$ cat config.mk
export PLATFORM = sky130hd
export DESIGN_NAME = mbf_stream_merger
export DESIGN_NICKNAME = d
export VERILOG_FILES = /design/src/rtl/mbf_stream_merger.sv
export SDC_FILE = /design/constraint.sdc
export NUM_CORES = 1
export LEC_CHECK = 0
export BUFFER_PORTS_ARGS = -buffer_cell sky130_fd_sc_hd__buf_2
export CORE_AREA = 8 8 157 159
export CTS_BUF_LIST = sky130_fd_sc_hd__clkbuf_4
export DETAILED_ROUTE_END_ITERATION = 6
export DIE_AREA = 0 0 165 167
export GPL_TIMING_DRIVEN = 0
export PLACE_DENSITY_LB_ADDON = 0.05
export SLEW_MARGIN = 25
export SYNTH_ARGS = -nofsm -noshare
export SYNTH_HDL_FRONTEND = slang
export SYNTH_SLANG_ARGS = --single-unit
$ cat constraint.sdc
create_clock -name clk -period 3.8 [get_ports clk]
set_input_delay 0.57 -clock clk [delete_from_list [all_inputs] [get_ports clk]]
set_output_delay 0.57 -clock clk [all_outputs]
set_load 0.02 [all_outputs]
$ cat src/rtl/mbf_stream_merger.sv
// mbf_stream_merger: buffers the LPF/HPF sample streams and re-emits them interleaved as y[k], z[k] pairs
module mbf_stream_merger_fifo #(
  parameter int DW    = 8,
  parameter int DEPTH = 16
) (
  input  logic          clk,
  input  logic          reset,
  input  logic          wr,
  input  logic [DW-1:0] din,
  input  logic          pop,
  output logic [DW-1:0] head,
  output logic          empty,
  output logic          full
);
  localparam int AW = $clog2(DEPTH);
  logic [DW-1:0] mem [DEPTH];
  logic [AW-1:0] wp, rp;
  logic [AW:0]   cnt;
  // storage is not reset; the pointers and count define what is valid
  always_ff @(posedge clk)
    if (wr) mem[wp] <= din;
  // pointer and occupancy bookkeeping; a simultaneous write and pop leave the count unchanged
  always_ff @(posedge clk) begin
    if (reset) begin
      wp  <= '0;
      rp  <= '0;
      cnt <= '0;
    end else begin
      if (wr) wp <= wp + AW'(1);
      if (pop) rp <= rp + AW'(1);
      cnt <= cnt + (AW+1)'(wr) - (AW+1)'(pop);
    end
  end
  assign head  = mem[rp];
  assign empty = cnt == '0;
  assign full  = cnt == (AW+1)'(DEPTH);
endmodule

module mbf_stream_merger #(
  parameter int DW      = 8,
  parameter int DEPTH   = 16,
  parameter int N_PAIRS = 527,
  parameter int IW      = 10
) (
  input  logic          clk,
  input  logic          reset,
  input  logic          y_valid,
  input  logic [DW-1:0] y,
  input  logic          z_valid,
  input  logic [DW-1:0] z,
  output logic          out_valid,
  input  logic          out_ready,
  output logic [DW-1:0] out_data,
  output logic          out_sel,
  output logic [IW-1:0] out_idx,
  output logic          overflow,
  output logic          done
);
  localparam logic [1:0] S_LPF  = 2'd0;
  localparam logic [1:0] S_HPF  = 2'd1;
  localparam logic [1:0] S_DONE = 2'd2;
  logic [1:0]    state;
  logic [IW-1:0] pair_cnt;
  logic [IW:0]   nxt_cnt;
  logic [DW-1:0] y_head, z_head;
  logic          y_empty, z_empty, y_full, z_full;
  logic          live, xfer, y_pop, z_pop, y_wr, z_wr, y_drop, z_drop, last;
  mbf_stream_merger_fifo #(.DW(DW), .DEPTH(DEPTH)) u_y_fifo (
    .clk(clk), .reset(reset), .wr(y_wr), .din(y), .pop(y_pop),
    .head(y_head), .empty(y_empty), .full(y_full)
  );
  mbf_stream_merger_fifo #(.DW(DW), .DEPTH(DEPTH)) u_z_fifo (
    .clk(clk), .reset(reset), .wr(z_wr), .din(z), .pop(z_pop),
    .head(z_head), .empty(z_empty), .full(z_full)
  );
  // output word, handshake and FIFO write/drop decisions; inputs are ignored once done
  always_comb begin
    live      = state != S_DONE;
    out_sel   = state == S_HPF;
    out_valid = state == S_LPF ? !y_empty : state == S_HPF ? !z_empty : 1'b0;
    out_data  = out_valid ? (out_sel ? z_head : y_head) : '0;
    out_idx   = pair_cnt;
    done      = state == S_DONE;
    xfer      = out_valid & out_ready;
    y_pop     = xfer & !out_sel;
    z_pop     = xfer & out_sel;
    y_wr      = live & y_valid & (!y_full | y_pop);
    z_wr      = live & z_valid & (!z_full | z_pop);
    y_drop    = live & y_valid & y_full & !y_pop;
    z_drop    = live & z_valid & z_full & !z_pop;
    nxt_cnt   = {1'b0, pair_cnt} + (IW+1)'(1);
    last      = nxt_cnt == (IW+1)'(N_PAIRS);
  end
  // band sequencing, pair counting and sticky overflow
  always_ff @(posedge clk) begin
    if (reset) begin
      state    <= S_LPF;
      pair_cnt <= '0;
      overflow <= 1'b0;
    end else begin
      if (y_drop | z_drop) overflow <= 1'b1;
      if (y_pop) state <= S_HPF;
      if (z_pop) begin
        pair_cnt <= nxt_cnt[IW-1:0];
        state    <= last ? S_DONE : S_LPF;
      end
    end
  end
endmodule

==> flow_summary.ini <==
[die]
die_h_um = 167
start_util_pct = 57.6
fp.dieW_um = 165
num_rows = 55
core_area_mm2 = 0.0222
io-pin-count = 43
dieArea_mm2 = 0.0276

[clock_network]
cts_tree = yes
cts_setup_buffers = 0
cts_resized = 0
cts_root_buf = clkbuf_4
cts_buffer_depth = 3
clock-sinks = 303
clock_latency_ns = 0.68
numCtsBuffers = 77
htreeDepth = 3
ctsHoldBuffers = 0
cts.reportedPaths.clkPinSlew_ns = 0.07

[power]
power.leakage_uw = 0.00496
sw_frac_of_total_pct = 29.2
switchingPower_uw = 2540
combPwrFrac_pct = 23.5
clockPowerShare_pct = 32.3
ir_drop_v = 0.000379
internal-power_uw = 6170
powerDensity_mw_per_mm2 = 603
power_frac_seq_pct = 44.2

[logic_synthesis]
ys_seq_elements = 303
synth-edff-count = 256
synth_top_area_share_pct = 60.1
synthArstFlopShare_pct = 0
synth_flop_cell = edfxtp_1
ys_types = 68
synthesis.nets = 806
yosysSeqAreaShare_pct = 67.4
synth_largest_area_cell = edfxtp_1
avgSynthCellArea_um2 = 16.9
synth.top_cells.by_area = edfxtp_1 (60%), dfxtp_1 (7.4%), mux4_2 (4.6%)
syn_inst = 759
yosysWarnings = 0
synth_area_mm2 = 0.0128

[timing]
skew_ns = 0.0531
report.final.slew_viol_count = 0
fin_crit_ns = 3.35
fin_tns_setup_ns = 0
worst_pin_slew_ns = 0.909
fin_crit_sh_pct = 88.3
rsz0062_at_grt = no
setup_viol = 0
slew_headroom_pct = 39.3
max_freq_mhz = 298
hold_viol_final = 0

[global_routing]
track_usage_pct = 20.1
grt_pass1_wl_um = 42000
grt_max_degree = 17
grt_remaining_overflow = 0
first_global_vias = 7513
antenna_found_initial = 2

[setup_path]
critPathMaxFanout = 10
critPathCaptureType = output port
path_class = flop to output port
startpoint_type = flop
worstPathArrival_ns = 2.78
reg2reg_from = u_z_fifo.cnt[2]
crit_required_ns = 3.23

[outcome]
status = completed

[place]
gp_congestion = 0.911
io_buffers = 40
placed_cells = 1087
dp_hpwl_um = 18000

[route]
dr.first_iter.drc_count = 517
ant_nets = 0
wirelength_um = 26700
viasPerCell = 5.85
wl_per_cell_um = 21.8
drc = 0
drt_first_pass_iters = 5
vias = 7167

[finish]
finish.net_count = 928
drive_above_1_share_pct = 28.8
stdcell_count = 1225
post-route-util_pct = 65.1
area_growth_syn_to_layout_pct = 13.0
mostFrequentLayoutCells = edfxtp_1 (256), clkbuf_4 (108), nor2_1 (54)
mostFrequentLayoutCell = edfxtp_1

[worst_hold_path]
worstHoldStart = z_valid
min_path_type = input pin to flop

[run]
cap_violations = 0
## sequential cells by signal (all words and copies together), names as in the netlist, named ones only
name and cells:
out_idx 10, u_z_fifo.mem 128, u_y_fifo.rp 4, overflow 1, u_y_fifo.mem 128, u_z_fifo.wp 4, u_z_fifo.rp 4, u_y_fifo.cnt 5
state 2, u_y_fifo.wp 4, u_z_fifo.cnt 5
## power groups by stage
stage               Clock, uW  Sequential [uW]  Combinational [uW]
floorplan                   0             3910                1460
global placement            0             3920                1990
detailed placement          0             3930                2040
CTS                      2880             3860                2060
global route             3070             3870                2230
finish                   2810             3850                2050
## cell type report
class	count	area, um^2
Antenna cell	1	2.50
Buffer	40	298
Clock buffer	108	811
Clock inverter	29	211
Fill cell	1571	7770
Inverter	26	97.6
Multi-Input combinational cell	390	3840
Sequential cell	303	8630
Tap cell	285	357
Timing Repair Buffer	43	215
## Yosys cell counts, types with 15 or more instances
library cell,n
inv_1,24
mux4_1,22
nor2_1,54
nand2_1,18
mux2i_1,31
edfxtp_1,256
ha_1,24
mux2_2,25
mux4_2,26
xnor2_1,15
dfxtp_1,47
## metal layers
layer | vias up | track usage [%] | share of wire (%)
met5 | - | 0 | 0.049
met4 | 2 | 7.99 | 2.3
met3 | 51 | 4.04 | 5.7
met2 | 242 | 32.7 | 51
met1 | 3581 | 26.0 | 41
li1 | 3291 | - | -
## per-stage QoR
stage                     hold slack (ns)  setup WS [ns]  power (uW)  area, um^2
after global placement              0.479          0.469        5910       13400
after global routing                0.245          0.300        9170       14500
after CTS                           0.229          0.348        8800       14500
after detailed placement            0.483          0.691        5970       13400
after floorplan                     0.459          0.972        5370       12800
final                               0.290          0.446        8720       14500
## critical path, stage by stage, from the launching register on
cell	delay, ns
dfxtp_1	0.30
buf_4	0.14
buf_2	0.30
mux4_2	0.29
mux2i_1	0.09
a221oi_1	0.60
o31a_1	0.25
buf_2	0.17
## kinds of logic after synthesis
| group | synth area share (%) |
|---|---|
| adders and majority gates | 2.66 |
| muxes | 13.7 |
| and+or+nand+nor | 7.23 |
| xor gates and xnor gates | 1.51 |
| AOI/OAI and AO/OA | 4.39 |
| DFF | 67.4 |
| buffers and inverters | 3.09 |
## final timing paths
| check | to | slack, ns | cells after the start |
|---|---|---|---|
| worst max-delay path | out_data[1] | 0.45 | 7 |
| worst min-delay path | u_z_fifo.wp[1] | 0.29 | 3 |
| worst max register to register | u_z_fifo.cnt[4] | 0.71 | 16 |
| worst min register to register | u_y_fifo.rp[3] | 0.50 | 2 |
(Power assumes the default switching activity.)
